==> src/rtl/dx_pipe_reg_pkg.sv <==
// Shared decode constants for the D/X latch and the bypass unit.
// Provides opcode/aluop encodings, the NOP word, instruction field
// positions, the mult/div FSM state type and small helper functions.
package dx_pipe_reg_pkg;

  localparam int DATA_W = 32;
  localparam int CNT_W  = 16;

  // Opcode field encodings
  localparam logic [4:0] OP_ALU  = 5'b00000;
  localparam logic [4:0] OP_ADDI = 5'b00101;
  localparam logic [4:0] OP_SW   = 5'b00111;
  localparam logic [4:0] OP_LW   = 5'b01000;

  // ALU sub-operation encodings (valid when opcode == OP_ALU)
  localparam logic [4:0] ALUOP_MUL = 5'b00110;
  localparam logic [4:0] ALUOP_DIV = 5'b00111;

  localparam logic [DATA_W-1:0] NOP = 32'h0000_0000;

  // Instruction field bit positions
  localparam int OPCODE_HI = 31;
  localparam int OPCODE_LO = 27;
  localparam int RD_HI     = 26;
  localparam int RD_LO     = 22;
  localparam int RS_HI     = 21;
  localparam int RS_LO     = 17;
  localparam int RT_HI     = 16;
  localparam int RT_LO     = 12;
  localparam int SHAMT_HI  = 11;
  localparam int SHAMT_LO  = 7;
  localparam int ALUOP_HI  = 6;
  localparam int ALUOP_LO  = 2;

  typedef enum logic {
    IDLE    = 1'b0,
    MD_WAIT = 1'b1
  } md_state_e;

  // True for an ALU-format multiply or divide
  function automatic logic is_muldiv(input logic [DATA_W-1:0] insn);
    logic [4:0] op;
    logic [4:0] aop;
    op  = insn[OPCODE_HI:OPCODE_LO];
    aop = insn[ALUOP_HI:ALUOP_LO];
    return (op == OP_ALU) && ((aop == ALUOP_MUL) || (aop == ALUOP_DIV));
  endfunction

  // Increment that sticks at all-ones
  function automatic logic [CNT_W-1:0] sat_inc(input logic [CNT_W-1:0] v);
    return (v == {CNT_W{1'b1}}) ? v : v + 1'b1;
  endfunction

endpackage

==> src/rtl/dffe_clr32.sv <==
// 32-bit register with synchronous clear and load enable.
// Ports: clock, clr (clear to zero, wins over en), en (load d), d, q.
module dffe_clr32
  import dx_pipe_reg_pkg::*;
(
  input  logic              clock,
  input  logic              clr,
  input  logic              en,
  input  logic [DATA_W-1:0] d,
  output logic [DATA_W-1:0] q
);

  always_ff @(posedge clock) begin
    if (clr)
      q <= '0;
    else if (en)
      q <= d;
  end

endmodule

==> src/rtl/dx_pipe_reg.sv <==
// D/X pipeline latch with hazard control.
// Captures PC, instruction and both register operands from F/D, inserts
// bubbles for load-use stalls and flushes, and holds the latch while a
// multiply/divide is in flight (IDLE/MD_WAIT FSM).
// Ports:
//   clock, reset                 clock and synchronous active-high reset
//   fd_pc, fd_insn, rf_a, rf_b   incoming instruction and operands
//   ld_stall, flush, md_rdy      hazard/control requests
//   dx_pc, dx_insn, dx_a, dx_b   latched contents; dx_valid = not a bubble
//   dx_opcode/rd/rs/rt           decoded fields of dx_insn for bypassing
//   md_start                     one-cycle start pulse to mult/div unit
//   pc_we, fd_we                 front-end write enables (combinational)
//   bubble_cnt                   saturating stall/hold cycle counter
module dx_pipe_reg
  import dx_pipe_reg_pkg::*;
(
  input  logic              clock,
  input  logic              reset,
  input  logic [DATA_W-1:0] fd_pc,
  input  logic [DATA_W-1:0] fd_insn,
  input  logic [DATA_W-1:0] rf_a,
  input  logic [DATA_W-1:0] rf_b,
  input  logic              ld_stall,
  input  logic              flush,
  input  logic              md_rdy,
  output logic [DATA_W-1:0] dx_pc,
  output logic [DATA_W-1:0] dx_insn,
  output logic [DATA_W-1:0] dx_a,
  output logic [DATA_W-1:0] dx_b,
  output logic [4:0]        dx_opcode,
  output logic [4:0]        dx_rd,
  output logic [4:0]        dx_rs,
  output logic [4:0]        dx_rt,
  output logic              dx_valid,
  output logic              md_start,
  output logic              pc_we,
  output logic              fd_we,
  output logic [CNT_W-1:0]  bubble_cnt
);

  md_state_e        state_q, state_d;
  logic             lat_clr, lat_en, cnt_inc, md_trig;
  logic [CNT_W-1:0] cnt_q;

  // Only a valid mul/div seen from IDLE starts the unit, so a held
  // instruction cannot fire a second start pulse.
  assign md_trig = (state_q == IDLE) && dx_valid && is_muldiv(dx_insn);

  always_comb begin
    state_d  = state_q;
    lat_clr  = 1'b0;
    lat_en   = 1'b0;
    cnt_inc  = 1'b0;
    md_start = 1'b0;
    pc_we    = 1'b1;
    fd_we    = 1'b1;
    if (reset) begin
      lat_clr = 1'b1;
      state_d = IDLE;
    end else if (flush) begin
      // Flush bubble: front end keeps moving, not counted
      lat_clr = 1'b1;
      state_d = IDLE;
    end else if (md_trig) begin
      // Launch cycle: mul/div stays in D/X
      md_start = 1'b1;
      pc_we    = 1'b0;
      fd_we    = 1'b0;
      state_d  = MD_WAIT;
    end else if ((state_q == MD_WAIT) && !md_rdy) begin
      pc_we   = 1'b0;
      fd_we   = 1'b0;
      cnt_inc = 1'b1;
    end else begin
      // Completion cycle still counts as a wait cycle, then the
      // pipeline resumes (a load-use stall may still apply).
      if (state_q == MD_WAIT) begin
        cnt_inc = 1'b1;
        state_d = IDLE;
      end
      if (ld_stall) begin
        lat_clr = 1'b1;
        pc_we   = 1'b0;
        fd_we   = 1'b0;
        cnt_inc = 1'b1;
      end else begin
        lat_en = 1'b1;
      end
    end
  end

  // D/X latch
  dffe_clr32 u_pc   (.clock(clock), .clr(lat_clr), .en(lat_en), .d(fd_pc),   .q(dx_pc));
  dffe_clr32 u_insn (.clock(clock), .clr(lat_clr), .en(lat_en), .d(fd_insn), .q(dx_insn));
  dffe_clr32 u_a    (.clock(clock), .clr(lat_clr), .en(lat_en), .d(rf_a),    .q(dx_a));
  dffe_clr32 u_b    (.clock(clock), .clr(lat_clr), .en(lat_en), .d(rf_b),    .q(dx_b));

  always_ff @(posedge clock) begin
    if (lat_clr)
      dx_valid <= 1'b0;
    else if (lat_en)
      dx_valid <= 1'b1;
  end

  always_ff @(posedge clock) begin
    if (reset) begin
      state_q <= IDLE;
      cnt_q   <= '0;
    end else begin
      state_q <= state_d;
      if (cnt_inc)
        cnt_q <= sat_inc(cnt_q);
    end
  end

  assign bubble_cnt = cnt_q;
  assign dx_opcode  = dx_insn[OPCODE_HI:OPCODE_LO];
  assign dx_rd      = dx_insn[RD_HI:RD_LO];
  assign dx_rs      = dx_insn[RS_HI:RS_LO];
  assign dx_rt      = dx_insn[RT_HI:RT_LO];

endmodule

==> config.mk <==
export PLATFORM = sky130hd
export DESIGN_NAME = dx_pipe_reg
export DESIGN_NICKNAME = d
export VERILOG_FILES = /design/src/rtl/dx_pipe_reg_pkg.sv /design/src/rtl/dffe_clr32.sv /design/src/rtl/dx_pipe_reg.sv
export SDC_FILE = /design/constraint.sdc
export NUM_CORES = 1
export LEC_CHECK = 0
export BUFFER_PORTS_ARGS = -buffer_cell sky130_fd_sc_hd__buf_2
export CELL_PAD_IN_SITES_DETAIL_PLACEMENT = 1
export CELL_PAD_IN_SITES_GLOBAL_PLACEMENT = 1
export CORE_MARGIN = 2
export CORE_UTILIZATION = 36
export CTS_BUF_LIST = sky130_fd_sc_hd__clkbuf_2
export DETAILED_ROUTE_END_ITERATION = 6
export MAX_ROUTING_LAYER = met4
export PLACE_DENSITY_LB_ADDON = 0.1
export SKIP_CTS_REPAIR_TIMING = 1
export SLEW_MARGIN = 20
export SYNTH_ARGS = -nofsm -noshare
export SYNTH_HDL_FRONTEND = slang
export SYNTH_SLANG_ARGS = --single-unit
==> constraint.sdc <==
create_clock -name clock -period 5.5 [get_ports clock]
set_input_delay 0.55 -clock clock [delete_from_list [all_inputs] [get_ports clock]]
set_output_delay 0.55 -clock clock [all_outputs]
set_load 0.05 [all_outputs]
* Yosys cells after proc, flatten, opt, wreduce, memory -nomap -nowiden
Cells that the tools add are included.
Cells by class: add/subtract/negate cells 1, bitwise gates (word level) 2, reduce and logical (&&, ||, !) cells 9, equality and inequality tests 4, multiplexer cells 23
Operators by type and width (number):
- $mux W1 | 23
- $add A16 B1 Y16 const B | 1
- $eq A16 B16 Y1 const B | 1
- $eq A5 B3 Y1 const B | 2
- $logic_not A5 Y1 | 1
- $logic_and A1 B1 Y1 | 4
- $ne A2 B2 Y1 const B | 1
- $not A1 Y1 | 2
- $reduce_and A2 Y1 | 1
- $reduce_or A2 Y1 | 1
- $logic_not A1 Y1 | 1
- $logic_or A1 B1 Y1 | 1
Word-level totals: register bits after elaboration 146, word-level logic and storage cells 46, output and inout port bits 168, input port bits 133

* Longest topological paths before layout
Gate-level depths: netlist (run 1).
word-level depth 8, depth in mapped cells 9, mapped depth without buffers 6

* Hierarchy
A second synthesis (run 1) with hierarchy kept.
Second synthesis, totals: cells, all modules 552, area total of the unflattened synthesis 5803.1 µm²
Modules (own cells, without submodules):
- dffe_clr32 | times used 4, area an instance 1163.6 µm², cells each 103, seq. area each 640.6 µm²
- dx_pipe_reg | times used 1, area an instance 1148.6 µm², cells each 140, seq. area each 360.3 µm²

* Worst setup path before layout (run 1)
No wires, ideal clock.
path type register to output, start point register u_insn.q[30], end point output port pc_we, cell stages (with the launch flop) 8, data required time 4950 ps, buffers on the path 3, slack 1968 ps, arrival 2982 ps, cells stage by stage dfxtp_1 or4b_4 nor4_4 a21o_1 buf_4 buf_2 o21ai_0 buf_4
On the way: cells in the longest elaborated chain, start to end 6
Ends and longest elaborated chain:
- from (decl) | RTL line dffe_clr32.sv:10 | output logic [DATA_W-1:0] q
- from (signal assigned) | RTL line dffe_clr32.sv:15 | q <= '0;
- from (signal assigned) | RTL line dffe_clr32.sv:17 | q <= d;
- $logic_not A5 Y1 | RTL line dx_pipe_reg_pkg.sv:46 | return (op == OP_ALU) && ((aop == ALUOP_MUL) || (aop == ALUOP_DIV));
- $logic_and A1 B1 Y1 | RTL line dx_pipe_reg_pkg.sv:46
- $logic_and A1 B1 Y1 | RTL line dx_pipe_reg.sv:47 | assign md_trig = (state_q == IDLE) && dx_valid && is_muldiv(dx_insn);
- $mux W1 (3 in a row)
- to (decl) | RTL line dx_pipe_reg.sv:36 | output logic pc_we,
Every way passes these cells.

* Worst setup path after layout (run 1)
start point register u_insn.q[30], end point output port pc_we
On the way: cells in the longest elaborated chain, start to end 6
Ends and longest elaborated chain:
- $logic_not A5 Y1 | RTL line dx_pipe_reg_pkg.sv:46
- $logic_and A1 B1 Y1 | RTL line dx_pipe_reg_pkg.sv:46
- $logic_and A1 B1 Y1 | RTL line dx_pipe_reg.sv:47
- $mux W1 | RTL line dx_pipe_reg.sv:64 | end else if (md_trig) begin
- $mux W1 | RTL line dx_pipe_reg.sv:60 | end else if (flush) begin
- $mux W1 | RTL line dx_pipe_reg.sv:57 | if (reset) begin
Every way passes these cells.

==> results_dict.tcl, run 1 <==
set metrics [dict create \
    firstDrtPassIters 4 \
    ys_types 36 \
    fin_cells 1174 \
    skew_ps 23.6 \
    setup_ws_ps 1880 \
    syn_to_final_growth_pct 28.6 \
    crit_chain "or4b_4, nor4_4, a21o_4, o21ai_0, buf_2" \
    dieArea_mm2 0.0176 \
    wl_per_cell_um 16.8 \
    start_kind "flip-flop" \
    hp-class "input pin to flip-flop" \
    place.port_buffers 300 \
    top_usage_layer "met2" \
    rows 47 \
    dpl.cell_count 1138 \
    worst_pin_slew_ps 1080 \
    drive_above_1_share_pct 35.5 \
    drc_errors 0 \
    via_per_inst 5.08 \
    fp.dieW_um 133 \
    drtAntennaViolNets 0 \
    finalHoldViolCount 0 \
    post-route-period-util_pct 65.8 \
    gr-usage-met3_pct 6.86 \
    antenna_found_initial 3 \
    synth.net_count 830 \
    fp.dieH_um 133 \
    grt_overflow_total 0 \
    track_usage_pct 22.5 \
    first_global_vias 6062 \
    p_per_area_mw_per_mm2 273 \
    htree_num_levels 4 \
    outcome "completed" \
    grt_pass1_wl_mm 31.0 \
    fin_crit_ps 3620 \
    final_util_pct 46.8 \
    nets 1074 \
    max-vdd-ir-drop_mv 0.105 \
    synthCells 696 \
    avgSynthCellArea_um2 8.57 \
    hold_ws_ps 66.9 \
    clockBufferDepth 2 \
    cts_tree "built" \
    cts_root_buf "clkbuf_2" \
    core_mm2 0.0164 \
    crit_fanout 49 \
    grt_max_degree 131 \
    cp_slowest_stage_delay_ps 550 \
    ys_seq_area_share_pct 49.0 \
    place_hpwl_mm 13.6 \
    maxCapViolations 0 \
    dr_total_vias 5962 \
    mostFrequentLayoutCell "buf_2" \
    met2_usage_pct 39.3 \
    grtUsageMet1_pct 23.8 \
    numCtsBuffers 17 \
    final_cell_mix "300 x buf_2, 146 x dfxtp_1, 136 x nand2_1, 136 x a21oi_1, 128 x nand3b_1" \
    p_leak_nw 3.38 \
    setup_viol 0 \
    cp_slowest_cell "or4b_4" \
    clock_sinks 146 \
    drt_wl_total_mm 19.8 \
    gp_congestion 0.802 \
    ys_seq_elements 146 \
    rsz0062_at_grt "false" \
    pre_cts_slack_ps 2420 \
    setup_tns_ps 0 \
    final_max_slew_viol_count 0 \
    clk_latency_ps 710 \
    cp.required_ps 4950 \
    clkTransAtPathRegs_ps 220 \
    drt_iter0_drc 246 \
    max_freq_mhz 276 \
    syn_area_mm2 0.00596 \
    yosys_warnings 0 \
    endpoint_kind "output pin" \
    ios 301 \
    crit_type "flip-flop to output pin" \
    initial_core_util_pct 36.3 \
    critPathArrivalTime_ps 3070 \
    max-slew-margin-rel_pct 28.0 \
]
-- critical path, delay by kind of cell, from the launching register on --
kind | cells | cell delay [ps]
simple gates | 2 | 1030
compound gates | 2 | 690
flops | 1 | 370
buf+inv | 1 | 280
-- Yosys cell counts, drive strengths merged --
master | count | area, um2
xnor2 | 1 | 8.76
a21oi | 137 | 686
and2 | 1 | 6.26
nand4 | 5 | 31.3
nand2b | 1 | 6.26
a21o | 1 | 7.51
mux2i | 2 | 20.0
nor2b | 1 | 6.26
nor2 | 8 | 30.0
nand3 | 5 | 25.0
o31ai | 4 | 30.0
clkbuf | 36 | 135
nor4b | 1 | 8.76
and4 | 1 | 8.76
ha | 1 | 12.5
a211oi | 1 | 7.51
or3 | 6 | 37.5
o211a | 1 | 10.0
inv | 3 | 11.3
dfxtp | 146 | 2920
xor2 | 1 | 8.76
o41ai | 1 | 8.76
o21ai | 7 | 35.0
nor4 | 3 | 33.8
nand2 | 136 | 510
buf | 46 | 300
nand3b | 128 | 961
or2 | 3 | 18.8
o211ai | 2 | 15.0
or4 | 5 | 37.5
o311ai | 1 | 8.76
or4b | 1 | 13.8
-- metrics by stage --
step	total power, mW	cell area [um2]
finish	2.10	7670
global route	2.19	7670
CTS	2.12	7630
detailed placement	1.40	7360
global placement	1.40	7360
floorplan	1.31	5960
-- worst paths after layout --
kind           startpoint         end  slack [ps]  cells after the start
min reg2reg    u_pc.q[21]  u_pc.q[21]         460                      2
max          u_insn.q[30]       pc_we        1880                      5
max reg2reg  u_insn.q[30]   u_a.q[22]        2450                      6
min               rf_a[6]    u_a.q[6]          70                      3
-- logic make-up after synthesis --
kind of cell | synth area share, %
AND/OR/NAND/NOR | 29.1
AO/OA/AOI/OAI | 13.6
flip-flops | 49.0
buffers and inverters | 7.49
XOR/XNOR | 0.294
multiplexers | 0.336
adder cells (fa/ha/maj) | 0.210
-- final cells by class --
type / count / area [um2]
antenna: 3 / 7.51
clock buffer: 17 / 85.1
clock inverter: 13 / 193
fill: 2073 / 8740
inverter: 3 / 11.3
multi-input combinational: 465 / 2620
sequential: 146 / 2920
tap: 220 / 275
timing repair buffer: 307 / 1560
-- routing by layer --
| layer | share of wire, % | up-vias |
|---|---|---|
| met5 | 0 | - |
| met4 | 2.5 | 0 |
| met3 | 7.3 | 34 |
| met2 | 51 | 210 |
| met1 | 39 | 2857 |
| li1 | - | 2861 |
-- flip-flops by register name, indices dropped and copies added, names as in the netlist --
register	cells
u_a.q	32
u_b.q	32
u_insn.q	32
u_pc.q	32
bubble_cnt	16
dx_valid	1
state_q	1
-- report_power, final --
group,switching [mW],internal (mW),leakage [nW],total (mW)
Sequential,0.0149,1.09,1.19,1.10
Combinational,0.187,0.0932,2.03,0.280
Clock,0.381,0.333,0.162,0.714
No activity file was read; power rests on OpenSTA's default activity.
==> inputs of run 2 (changes only) <==
CORE_UTILIZATION = 33   (was 36)
clock period = 3.5 ns   (was 5.5 ns; I/O delays follow)
==> results_dict.tcl, run 2 (synthesis gave the netlist of run 1 again) <==
set metrics [dict create \
    outcome "completed" \
    clk_latency_ps 700 \
    crit_chain "or4b_4, nor4_4, a21o_4, o21ai_0, buf_2" \
    nets 1203 \
    ios 301 \
    combPwrFrac_pct 16.4 \
    track_usage_pct 21.7 \
    gp_congestion 0.789 \
    sequentialPowerShare_pct 49.9 \
    grt_max_degree 131 \
    max-slew-margin-rel_pct 37.7 \
    setup_viol 0 \
    numCtsBuffers 17 \
    p_leak_nw 3.96 \
    internal_power_mw 2.49 \
    p_per_area_mw_per_mm2 383 \
    antenna_found_initial 2 \
    mostFrequentLayoutCell "buf_2" \
    post-route-period-util_pct 86.0 \
    p_sw_mw 0.978 \
    drtAntennaViolNets 0 \
    drc_errors 0 \
    critPathArrivalTime_ps 2660 \
    grt_overflow_total 0 \
    drive_above_1_share_pct 31.8 \
    fp.dieH_um 138 \
    setup_ws_ps 490 \
    fin_crit_ps 3010 \
    cts_tree "built" \
    clock_sinks 146 \
    clkTransAtPathRegs_ps 180 \
    nFillCells 2163 \
    worst_pin_slew_ps 935 \
    skew_ps 35.5 \
    cp_slowest_stage_delay_ps 550 \
    crit_type "flip-flop to output pin" \
    initial_core_util_pct 33.4 \
    finalHoldViolCount 0 \
    max-vdd-ir-drop_mv 0.182 \
    hp-class "input pin to flip-flop" \
    endpoint_kind "output pin" \
    pre_cts_slack_ps 965 \
    syn_to_final_growth_pct 52.0 \
    drt_wl_total_mm 22.9 \
    firstDrtPassIters 4 \
    cp.required_ps 3150 \
    final_max_slew_viol_count 0 \
    cpLargestDelayFamily "simple AND/OR/NAND/NOR gates" \
    rr_startpoint "u_insn.q[30]" \
    final_cell_mix "300 x buf_2, 146 x dfxtp_1, 136 x nand2_1, 136 x a21oi_1, 129 x dlygate4sd3_1" \
    grt_pass1_wl_mm 32.7 \
    place_hpwl_mm 13.9 \
    multi_input_area_mm2 0.00262 \
    max_freq_mhz 332 \
    path_buf_inv 1 \
    cp_slowest_cell "or4b_4" \
    core_mm2 0.0178 \
    crit_fanout 6 \
    rows 49 \
    maxCapViolations 0 \
    final-seq-area_mm2 0.00292 \
    dieArea_mm2 0.0192 \
    drt_iter0_drc 246 \
    setup_tns_ps 0 \
    fp.dieW_um 138 \
    min_from "flush" \
    start_kind "flip-flop" \
    clockBufferDepth 2 \
    dr_total_vias 6603 \
    first_global_vias 6298 \
    place.port_buffers 300 \
    crit_start "u_insn.q[30]" \
    hold_ws_ps 257 \
    power.share.switching_pct 28.2 \
    wl_per_cell_um 17.4 \
    pwr-share-clk_pct 33.7 \
    rsz0062_at_grt "false" \
    cts_root_buf "clkbuf_2" \
    htree_num_levels 4 \
    via_per_inst 5.03 \
]
-- run 2: changes by cell type in the layout (fill, tap and decap cells not counted), sizes merged --
cell         delta
diode           -1
buf             +3
clkbuf          +1
dlygate4sd3   +126
clkinvlp        +1
-- run 2: path summary, 6_finish.rpt --
| path | slack [ps] | endpoint | cells past startpoint |
|---|---|---|---|
| worst max-delay path | 490 | pc_we | 5 |
| worst max register to register | 970 | bubble_cnt[1] | 5 |
| worst min register to register | 460 | u_a.q[7] | 2 |
| worst min-delay path | 260 | bubble_cnt[2] | 6 |
-- run 2: metal layers --
layer	part of all wire (%)	GRT usage, %
met1	40	23.6
met2	52	36.4
met3	5.8	7.62
met4	2.7	8.16
met5	0	-
-- run 2: area by class of cell --
type | count | area share, %
flip-flops and latches | 146 | 32.2
repair buffers | 436 | 32.2
multi-input cells | 465 | 28.8
well taps | 229 | 3.16
clock inverters | 14 | 2.35
clock buffers | 18 | 0.994
inverters | 3 | 0.124
diodes | 2 | 0.0552
-- run 2: power groups by stage --
stage	clock, mW	sequential, mW	combinational (mW)
floorplan	0	1.90	0.155
global placement	0	1.76	0.436
finish	1.17	1.73	0.570
detailed placement	0	1.76	0.447
CTS	1.22	1.73	0.448
global route	1.28	1.74	0.606
-- run 2: metrics by stage --
stage / cells / instance area (um2) / utilization, % / total power, mW
after floorplan: 696 / 5960 / - / 2.06
after global placement: 1148 / 7410 / 41.5 / 2.20
after detailed placement: 1148 / 7410 / 41.5 / 2.21
after CTS: 1180 / 7710 / 43.2 / 3.40
after global routing: 1313 / 9070 / 50.8 / 3.63
final: 1313 / 9070 / 50.8 / 3.47
-- run 2: worst reg2reg max path: stages (launching register included) --
cell	delay, ps
dfxtp_1	370
or4b_4	550
nor4_4	470
or3_1	720
mux2i_1	280
nor2_1	50
